**src/rtl/rxpyhdr_decode_if.sv**
```systemverilog
// rxpyhdr_decode_if
// Bundles the RX bit-stream handshake from the FEC decoder together with the
// decoded payload-header results returned by rxpyhdr_decode.
//   master : FEC-decoder side; drives the header pulse, type, bit stream, abort
//            and observes the decode results.
//   slave  : rxpyhdr_decode side.
// Signals:
//   rx_hdr_valid  1-cycle pulse, packet header accepted, rx_pk_type valid
//   rx_pk_type    received TYPE field
//   rx_bit_valid  qualifies rx_bit
//   rx_bit        decoded payload bit, LSB first
//   rx_abort      abandons the current packet
//   rx_llid/rx_flow/rx_pylen   captured payload-header fields
//   rx_pylenbit   expected body bits, rx_bitcnt body bits received so far
//   rx_busy, rx_pydone, rx_lenerr, rx_multislot  status
interface rxpyhdr_decode_if;
  logic        rx_hdr_valid;
  logic [3:0]  rx_pk_type;
  logic        rx_bit_valid;
  logic        rx_bit;
  logic        rx_abort;
  logic [1:0]  rx_llid;
  logic        rx_flow;
  logic [9:0]  rx_pylen;
  logic [12:0] rx_pylenbit;
  logic [12:0] rx_bitcnt;
  logic        rx_busy;
  logic        rx_pydone;
  logic        rx_lenerr;
  logic        rx_multislot;

  modport master (
    output rx_hdr_valid, rx_pk_type, rx_bit_valid, rx_bit, rx_abort,
    input  rx_llid, rx_flow, rx_pylen, rx_pylenbit, rx_bitcnt,
           rx_busy, rx_pydone, rx_lenerr, rx_multislot
  );

  modport slave (
    input  rx_hdr_valid, rx_pk_type, rx_bit_valid, rx_bit, rx_abort,
    output rx_llid, rx_flow, rx_pylen, rx_pylenbit, rx_bitcnt,
           rx_busy, rx_pydone, rx_lenerr, rx_multislot
  );
endinterface

```
**src/rtl/rxpyhdr_decode.sv**
```systemverilog
// rxpyhdr_decode
// Receive-side packet-type / payload-header decoder. Classifies the received
// TYPE field, parses the in-band payload header (LLID, FLOW, LENGTH) from the
// FEC-decoded bit stream, counts payload body bits and flags end-of-payload
// and over-long LENGTH values. Sits between the RX FEC decoder and the RX
// payload buffer / CRC checker.
// Ports:
//   clk_6M        6 MHz system clock
//   rstz          asynchronous, active-low reset
//   is_BRmode     link in basic-rate mode (0 = EDR)
//   is_eSCO, is_SCO, is_ACL  logical transport of the current link
//   regi_rxpylen  negotiated eSCO payload length in bytes (headerless eSCO)
//   tslot_p       slot-boundary pulse (only used with RXPY_SLOTTRACK_EN)
//   rx            rxpyhdr_decode_if.slave: bit stream in, decode results out
// Configuration macro:
//   RXPY_SLOTTRACK_EN  when defined, tracks multi-slot occupancy on
//                      rx_multislot; otherwise rx_multislot is tied 0.
module rxpyhdr_decode (
  input  logic            clk_6M,
  input  logic            rstz,
  input  logic            is_BRmode,
  input  logic            is_eSCO,
  input  logic            is_SCO,
  input  logic            is_ACL,
  input  logic [9:0]      regi_rxpylen,
  input  logic            tslot_p,
  rxpyhdr_decode_if.slave rx
);

  typedef enum logic [2:0] {S_IDLE, S_VOICE, S_HDR, S_BODY, S_DONE} state_e;
  typedef enum logic [1:0] {K_NONE, K_FIXED, K_HDR, K_VOICE} kind_e;

  typedef struct packed {
    kind_e       kind;
    logic        hdr16;
    logic [9:0]  max_len;
    logic [12:0] fixed_bits;
  } dec_t;

  localparam logic [6:0] VOICE_LAST = 7'd79;

  // Maps TYPE plus link transport/mode to the payload layout. SCO and eSCO
  // links can still carry ACL-style packets, so only their own voice type
  // codes are intercepted before the ACL table.
  function automatic dec_t decode_type(input logic [3:0] t, input logic br,
                                       input logic sco, input logic esco,
                                       input logic acl, input logic [9:0] esco_len);
    dec_t d;
    d.kind       = K_NONE;
    d.hdr16      = 1'b0;
    d.max_len    = 10'd0;
    d.fixed_bits = 13'd0;
    if (t == 4'd2) begin
      d.kind       = K_FIXED;
      d.fixed_bits = 13'd144;
    end else if (sco && (t == 4'd5 || t == 4'd6 || t == 4'd7 || t == 4'd8)) begin
      case (t)
        4'd5:    begin d.kind = K_FIXED; d.fixed_bits = 13'd80;  end
        4'd6:    begin d.kind = K_FIXED; d.fixed_bits = 13'd160; end
        4'd7:    begin d.kind = K_FIXED; d.fixed_bits = 13'd240; end
        default: begin d.kind = K_VOICE; d.max_len = 10'd9;      end
      endcase
    end else if (esco && (t == 4'd6 || t == 4'd7 || t == 4'd12 || t == 4'd13)) begin
      d.kind       = K_FIXED;
      d.fixed_bits = {esco_len, 3'b000};
    end else if (acl) begin
      case (t)
        4'd3:  begin d.kind = K_HDR; d.max_len = 10'd17; end
        4'd4:  begin
          d.kind    = K_HDR;
          d.hdr16   = !br;
          d.max_len = br ? 10'd27 : 10'd54;
        end
        4'd8:  if (!br) begin d.kind = K_HDR; d.hdr16 = 1'b1; d.max_len = 10'd83; end
        4'd9:  if (br)  begin d.kind = K_HDR; d.max_len = 10'd29; end
        4'd10: begin d.kind = K_HDR; d.hdr16 = 1'b1; d.max_len = br ? 10'd121 : 10'd367;  end
        4'd11: begin d.kind = K_HDR; d.hdr16 = 1'b1; d.max_len = br ? 10'd183 : 10'd552;  end
        4'd14: begin d.kind = K_HDR; d.hdr16 = 1'b1; d.max_len = br ? 10'd224 : 10'd679;  end
        4'd15: begin d.kind = K_HDR; d.hdr16 = 1'b1; d.max_len = br ? 10'd339 : 10'd1021; end
        default: ;
      endcase
    end
    // A zero-length headerless payload would never reach its last bit.
    if (d.kind == K_FIXED && d.fixed_bits == 13'd0) d.kind = K_NONE;
    return d;
  endfunction

  state_e      state_q, state_d;
  logic [6:0]  cnt_q, cnt_d;
  logic [15:0] hdr_q, hdr_d;
  logic        hdr16_q, hdr16_d;
  logic [9:0]  max_len_q, max_len_d;
  logic [1:0]  llid_q, llid_d;
  logic        flow_q, flow_d;
  logic [9:0]  pylen_q, pylen_d;
  logic [12:0] pylenbit_q, pylenbit_d;
  logic [12:0] bitcnt_q, bitcnt_d;
  logic        lenerr_q, lenerr_d;
  logic        pydone_q, pydone_d;

  dec_t        dec;
  logic [15:0] hdr_shift;
  logic [9:0]  hdr_len;
  logic [1:0]  hdr_llid;
  logic        hdr_flow;
  logic [6:0]  hdr_last;

  assign dec = decode_type(rx.rx_pk_type, is_BRmode, is_SCO, is_eSCO, is_ACL, regi_rxpylen);

  // Header bits arrive LSB first and are shifted in from the top, so an
  // 8-bit header ends up in the upper byte and a 16-bit header fills it all.
  assign hdr_shift = {rx.rx_bit, hdr_q[15:1]};
  assign hdr_len   = hdr16_q ? hdr_shift[12:3] : {5'd0, hdr_shift[15:11]};
  assign hdr_llid  = hdr16_q ? hdr_shift[1:0]  : hdr_shift[9:8];
  assign hdr_flow  = hdr16_q ? hdr_shift[2]    : hdr_shift[10];
  assign hdr_last  = hdr16_q ? 7'd15 : 7'd7;

  // Next-state and datapath: abort wins over a new header, which wins over
  // ordinary bit processing; the bit in the header-valid cycle is dropped.
  always_comb begin
    state_d    = state_q;
    cnt_d      = cnt_q;
    hdr_d      = hdr_q;
    hdr16_d    = hdr16_q;
    max_len_d  = max_len_q;
    llid_d     = llid_q;
    flow_d     = flow_q;
    pylen_d    = pylen_q;
    pylenbit_d = pylenbit_q;
    bitcnt_d   = bitcnt_q;
    lenerr_d   = lenerr_q;
    pydone_d   = 1'b0;
    if (rx.rx_abort) begin
      state_d = S_IDLE;
    end else if (rx.rx_hdr_valid) begin
      cnt_d      = 7'd0;
      hdr_d      = 16'd0;
      hdr16_d    = dec.hdr16;
      max_len_d  = dec.max_len;
      llid_d     = 2'd0;
      flow_d     = 1'b0;
      pylen_d    = 10'd0;
      pylenbit_d = dec.fixed_bits;
      bitcnt_d   = 13'd0;
      lenerr_d   = 1'b0;
      case (dec.kind)
        K_FIXED: state_d = S_BODY;
        K_HDR:   state_d = S_HDR;
        K_VOICE: state_d = S_VOICE;
        default: state_d = S_IDLE;
      endcase
    end else begin
      case (state_q)
        S_VOICE: if (rx.rx_bit_valid) begin
          if (cnt_q == VOICE_LAST) begin
            cnt_d   = 7'd0;
            state_d = S_HDR;
          end else begin
            cnt_d = cnt_q + 7'd1;
          end
        end
        S_HDR: if (rx.rx_bit_valid) begin
          hdr_d = hdr_shift;
          if (cnt_q == hdr_last) begin
            llid_d     = hdr_llid;
            flow_d     = hdr_flow;
            pylen_d    = hdr_len;
            pylenbit_d = {hdr_len, 3'b000};
            if (hdr_len == 10'd0) begin
              state_d = S_DONE;
            end else if (hdr_len > max_len_q) begin
              lenerr_d = 1'b1;
              state_d  = S_DONE;
            end else begin
              state_d = S_BODY;
            end
          end else begin
            cnt_d = cnt_q + 7'd1;
          end
        end
        // The final body bit is not added to bitcnt, so it ends at pylenbit-1.
        S_BODY: if (rx.rx_bit_valid) begin
          if (bitcnt_q == pylenbit_q - 13'd1) begin
            state_d  = S_DONE;
            pydone_d = 1'b1;
          end else begin
            bitcnt_d = bitcnt_q + 13'd1;
          end
        end
        S_DONE:  state_d = S_IDLE;
        default: ;
      endcase
    end
  end

  always_ff @(posedge clk_6M or negedge rstz) begin
    if (!rstz) begin
      state_q    <= S_IDLE;
      cnt_q      <= 7'd0;
      hdr_q      <= 16'd0;
      hdr16_q    <= 1'b0;
      max_len_q  <= 10'd0;
      llid_q     <= 2'd0;
      flow_q     <= 1'b0;
      pylen_q    <= 10'd0;
      pylenbit_q <= 13'd0;
      bitcnt_q   <= 13'd0;
      lenerr_q   <= 1'b0;
      pydone_q   <= 1'b0;
    end else begin
      state_q    <= state_d;
      cnt_q      <= cnt_d;
      hdr_q      <= hdr_d;
      hdr16_q    <= hdr16_d;
      max_len_q  <= max_len_d;
      llid_q     <= llid_d;
      flow_q     <= flow_d;
      pylen_q    <= pylen_d;
      pylenbit_q <= pylenbit_d;
      bitcnt_q   <= bitcnt_d;
      lenerr_q   <= lenerr_d;
      pydone_q   <= pydone_d;
    end
  end

  assign rx.rx_llid     = llid_q;
  assign rx.rx_flow     = flow_q;
  assign rx.rx_pylen    = pylen_q;
  assign rx.rx_pylenbit = pylenbit_q;
  assign rx.rx_bitcnt   = bitcnt_q;
  assign rx.rx_busy     = (state_q != S_IDLE);
  assign rx.rx_pydone   = pydone_q;
  assign rx.rx_lenerr   = lenerr_q;

`ifdef RXPY_SLOTTRACK_EN
  logic [2:0] slot_cnt_q, slot_cnt_d;
  logic       multislot_q, multislot_d;

  // slot_cnt holds the continuation slots still to come; each slot pulse
  // that finds one pending keeps the receiver marked as occupied.
  always_comb begin
    slot_cnt_d  = slot_cnt_q;
    multislot_d = multislot_q;
    if (rx.rx_abort) begin
      slot_cnt_d  = 3'd0;
      multislot_d = 1'b0;
    end else if (rx.rx_hdr_valid) begin
      multislot_d = 1'b0;
      case (rx.rx_pk_type)
        4'd10, 4'd11, 4'd12, 4'd13: slot_cnt_d = 3'd2;
        4'd14, 4'd15:               slot_cnt_d = 3'd4;
        default:                    slot_cnt_d = 3'd0;
      endcase
    end else if (tslot_p) begin
      if (slot_cnt_q != 3'd0) begin
        multislot_d = 1'b1;
        slot_cnt_d  = slot_cnt_q - 3'd1;
      end else begin
        multislot_d = 1'b0;
      end
    end
  end

  always_ff @(posedge clk_6M or negedge rstz) begin
    if (!rstz) begin
      slot_cnt_q  <= 3'd0;
      multislot_q <= 1'b0;
    end else begin
      slot_cnt_q  <= slot_cnt_d;
      multislot_q <= multislot_d;
    end
  end

  assign rx.rx_multislot = multislot_q;
`else
  logic unused_tslot;
  assign unused_tslot    = tslot_p;
  assign rx.rx_multislot = 1'b0;
`endif

endmodule

```
**src/flat_wrapper.sv**
```systemverilog
// flat-port wrapper written by rule: the top's interface ports become plain ports
module rxpyhdr_decode_flat 
  (clk_6M, rstz, is_BRmode, is_eSCO, is_SCO, is_ACL, regi_rxpylen, tslot_p, rx_rx_hdr_valid, rx_rx_pk_type, rx_rx_bit_valid, rx_rx_bit, rx_rx_abort, rx_rx_llid, rx_rx_flow, rx_rx_pylen, rx_rx_pylenbit, rx_rx_bitcnt, rx_rx_busy, rx_rx_pydone, rx_rx_lenerr, rx_rx_multislot);
  rxpyhdr_decode_if rx_i ();
  input  logic clk_6M;
  input  logic rstz;
  input  logic is_BRmode;
  input  logic is_eSCO;
  input  logic is_SCO;
  input  logic is_ACL;
  input  logic [9:0] regi_rxpylen;
  input  logic tslot_p;
  input wire logic [$bits(rx_i.rx_hdr_valid)-1:0] rx_rx_hdr_valid;
  input wire logic [$bits(rx_i.rx_pk_type)-1:0] rx_rx_pk_type;
  input wire logic [$bits(rx_i.rx_bit_valid)-1:0] rx_rx_bit_valid;
  input wire logic [$bits(rx_i.rx_bit)-1:0] rx_rx_bit;
  input wire logic [$bits(rx_i.rx_abort)-1:0] rx_rx_abort;
  output wire logic [$bits(rx_i.rx_llid)-1:0] rx_rx_llid;
  output wire logic [$bits(rx_i.rx_flow)-1:0] rx_rx_flow;
  output wire logic [$bits(rx_i.rx_pylen)-1:0] rx_rx_pylen;
  output wire logic [$bits(rx_i.rx_pylenbit)-1:0] rx_rx_pylenbit;
  output wire logic [$bits(rx_i.rx_bitcnt)-1:0] rx_rx_bitcnt;
  output wire logic [$bits(rx_i.rx_busy)-1:0] rx_rx_busy;
  output wire logic [$bits(rx_i.rx_pydone)-1:0] rx_rx_pydone;
  output wire logic [$bits(rx_i.rx_lenerr)-1:0] rx_rx_lenerr;
  output wire logic [$bits(rx_i.rx_multislot)-1:0] rx_rx_multislot;
  assign rx_i.rx_hdr_valid = rx_rx_hdr_valid;
  assign rx_i.rx_pk_type = rx_rx_pk_type;
  assign rx_i.rx_bit_valid = rx_rx_bit_valid;
  assign rx_i.rx_bit = rx_rx_bit;
  assign rx_i.rx_abort = rx_rx_abort;
  assign rx_rx_llid = rx_i.rx_llid;
  assign rx_rx_flow = rx_i.rx_flow;
  assign rx_rx_pylen = rx_i.rx_pylen;
  assign rx_rx_pylenbit = rx_i.rx_pylenbit;
  assign rx_rx_bitcnt = rx_i.rx_bitcnt;
  assign rx_rx_busy = rx_i.rx_busy;
  assign rx_rx_pydone = rx_i.rx_pydone;
  assign rx_rx_lenerr = rx_i.rx_lenerr;
  assign rx_rx_multislot = rx_i.rx_multislot;
  rxpyhdr_decode u_core (.clk_6M(clk_6M), .rstz(rstz), .is_BRmode(is_BRmode), .is_eSCO(is_eSCO), .is_SCO(is_SCO), .is_ACL(is_ACL), .regi_rxpylen(regi_rxpylen), .tslot_p(tslot_p), .rx(rx_i));
endmodule
```
**config.mk**
```make
export PLATFORM = sky130hd
export DESIGN_NAME = rxpyhdr_decode_flat
export DESIGN_NICKNAME = d
export VERILOG_FILES = /design/src/rtl/rxpyhdr_decode_if.sv /design/src/rtl/rxpyhdr_decode.sv /design/src/flat_wrapper.sv
export SDC_FILE = /design/constraint.sdc
export NUM_CORES = 1
export LEC_CHECK = 0
export ABC_CLOCK_PERIOD_IN_PS = 3000
export BUFFER_PORTS_ARGS = -buffer_cell sky130_fd_sc_hd__buf_2
export CORE_ASPECT_RATIO = 0.7
export CORE_MARGIN = 4
export CORE_UTILIZATION = 40
export CTS_CLUSTER_DIAMETER = 150
export DETAILED_ROUTE_END_ITERATION = 10
export HOLD_SLACK_MARGIN = 0.15
export SYNTH_ARGS = -nofsm -noshare
export SYNTH_HDL_FRONTEND = slang
export SYNTH_SLANG_ARGS = --single-unit
```
**constraint.sdc**
```tcl
create_clock -name clk_6M -period 3 [get_ports clk_6M]
set_clock_uncertainty 0.1 [all_clocks]
set_input_delay 0.3 -clock clk_6M [delete_from_list [all_inputs] [get_ports clk_6M]]
set_output_delay 0.3 -clock clk_6M [all_outputs]
set_load 0.05 [all_outputs]
```
==> impl_metrics.json <==
{
  "critPathKind": "register to register",
  "synth_xor_area_share_pct": 2.84,
  "insertion_delay_ps": 340,
  "ff2ff_path_depth": 10,
  "worst-path-max-fanout": 10,
  "finalMaxSlewViolations": 0,
  "power_uw": 2740,
  "grt_util_all_layers_pct": 19.7,
  "grt_pass1_wl_mm": 21.2,
  "synth_compound_area_share_pct": 22.2,
  "via_per_inst": 5.68,
  "cp-start-kind": "register",
  "synth_fa_ha_area_share_pct": 3.51,
  "ys_ff_latch": 74,
  "ant_nets": 0,
  "dp_slack_ps": 167,
  "setup.worst_path.end_class": "register",
  "holdWs_ps": 200,
  "hpwl_mm": 9.17,
  "hold_viol": 0,
  "netlist_instances": 536,
  "rsz0062_at_grt": "no",
  "synth_top_family_by_area": "simple AND/OR/NAND/NOR gates",
  "r2r_slack_ps": 210,
  "p_leak_uw": 0.00255,
  "yosysSeqAreaShare_pct": 40.0,
  "layout_common_cells": "73 x dfrtp_1, 61 x nand2_1, 61 x buf_2",
  "p_per_area_nw_per_um2": 500,
  "first_iter_violations": 241,
  "relSlewSlack_pct": 34.4,
  "crit_start": "u_core.hdr16_q",
  "dieArea_um2": 13400,
  "drc": 0,
  "holdPathEnd": "u_core.max_len_q[3]",
  "io_buffers": 62,
  "cp.arrival_ps": 2950,
  "drt_wl_total_mm": 12.8,
  "initial_core_util_pct": 41.5,
  "hp-class": "input pin to register",
  "worst_pin_slew_ps": 983,
  "cts_max_level": 3,
  "die_y_um": 98.0,
  "clk_pin_slew_ps": 60,
  "fin_util_pct": 49.0,
  "numClockSinks": 74,
  "drive_above_1_share_pct": 17.8,
  "overflow": 0,
  "yosys_warnings": 0,
  "peakVddDrop_uv": 281,
  "final_common_cell": "dfrtp_1",
  "cts_root_buf": "clkbuf_16",
  "fin_crit_ps": 2790,
  "ys_async_sr_fraction_pct": 100,
  "dr.pass1.iters": 7,
  "io_pins": 68,
  "r2r_start": "u_core.hdr16_q",
  "fin_tns_setup_ps": 0,
  "synth-edff-count": 0,
  "netlist_area_um2": 4630,
  "vias": 4287,
  "avgSynthCellArea_um2": 8.64,
  "r2r_end": "u_core.state_q[2]",
  "fmax_mhz": 359,
  "grt_pass1_vias": 3999,
  "synthMuxAreaShare_pct": 2.97,
  "min_path_cells": 3,
  "wl_per_cell_um": 16.9,
  "rows": 32,
  "coreArea_um2": 11200,
  "status": "complete, no violations",
  "synthSimpleGateAreaFrac_pct": 23.4,
  "cts_made_buffers": 9,
  "grt_max_degree": 75,
  "diodes": 0,
  "setup_violations": 0,
  "nNetsFinal": 635,
  "min_from": "is_ACL",
  "antenna_found_initial": 0,
  "drv_cap": 0,
  "yosys.cell_types.count": 66,
  "syn2layout_area_growth_pct": 18.2,
  "cts_tree": "done",
  "finalCritPeriodShare_pct": 92.9,
  "worst-endpoint-required_ps": 3160,
  "clockBufferDepth": 2,
  "die_w_um": 137,
  "fin_ws_ps": 213,
  "synth-main-ff-cell": "dfrtp_1",
  "place_congestion": 0.866
}
-- stage by stage --
step,cells,area [um^2]
after CTS,755,5470
final,755,5470
after detailed placement,730,5070
after global routing,755,5470
after floorplan,539,4640
after global placement,730,5070
-- cells by family after synthesis --
family	after synthesis
AO/OA/AOI/OAI	156
XOR/XNOR	15
adder cells (fa/ha/maj)	13
buffers and inverters	55
flip-flops	74
multiplexers	13
other	1
AND/OR/NAND/NOR	209
-- worst max-delay path by stage --
stage	depth (start not counted)	end
3_3_place_gp	10	u_core.state_q[1]
4_1_cts	10	u_core.state_q[2]
3_5_place_dp	10	u_core.state_q[1]
6_report	10	u_core.state_q[2]
5_1_grt	9	u_core.state_q[2]
2_1_floorplan	10	u_core.state_q[1]
-- critical path, cell delays in order, from the launching register on --
cell,delay [ps]
dfrtp_2,510
buf_4,180
and2_1,140
ha_1,300
and3_1,210
o21ai_0,120
o31ai_1,200
o211ai_1,160
and2_1,190
or4b_1,500
o21ai_1,100
-- synthesized netlist by cell type (7+ instances only) --
master,number,share of area [%]
mux2i_1,7,1.5
o22ai_1,7,0.95
ha_1,13,3.5
clkbuf_1,25,2.0
o31ai_1,9,1.5
xnor2_1,10,1.9
and2_1,8,1.1
o21ai_0,35,3.8
inv_1,19,1.5
and3_1,10,1.4
a22o_1,15,2.8
nand3_1,24,2.6
nand2_1,61,4.9
a21o_1,7,1.1
a31oi_1,7,0.95
a21oi_1,35,3.8
nor2b_1,7,0.95
nand2b_1,11,1.5
dfrtp_1,74,40
nor3_1,15,1.6
nor2_1,33,2.7
-- flip-flops by register name (all words and copies together) (netlist names) --
name,flops
u_core.max_len_q,10
u_core.state_q,3
u_core.rx.rx_pylen,10
u_core.rx.rx_pydone,1
u_core.rx.rx_lenerr,1
u_core.rx.rx_flow,1
u_core.rx.rx_pylenbit,10
u_core.cnt_q,7
u_core.hdr16_q,1
u_core.hdr_q,15
u_core.rx.rx_bitcnt,13
u_core.rx.rx_llid,2
-- what timing repair did --
item / 4_1_cts / 5_1_grt
resized for setup: 0 / 1
setup endpoints to repair: 0 / 1
setup buffers: 0 / 0
hold buffers: 9 / 0
hold endpoints to repair: 82 / 0
-- final cells by class --
type / count / area (um^2)
clock buffer: 9 / 225
tap: 153 / 191
multi-input combinational: 410 / 2560
timing repair buffer: 82 / 485
sequential: 74 / 1850
clock inverter: 7 / 81.3
fill: 1073 / 5700
inverter: 20 / 75.1
-- per-layer routing --
layer | share of wire [%] | up-vias | GRT usage, % | routed length (um)
met1 | 51 | 2059 | 30.4 | 6490
met4 | 1.2 | 0 | 5.34 | 150
met2 | 41 | 145 | 27.1 | 5250
met3 | 6.9 | 12 | 4.99 | 883
met5 | 0 | - | 0 | 0
li1 | - | 2071 | - | -
-- power by group --
group          switching (uW)  internal [uW]  leakage, uW  total [uW]
registers                51.0           1030      0.00102        1090
logic                     340            181      0.00138         521
clock network             471            657     0.000147        1130
Power figures use the tool's default switching activity.
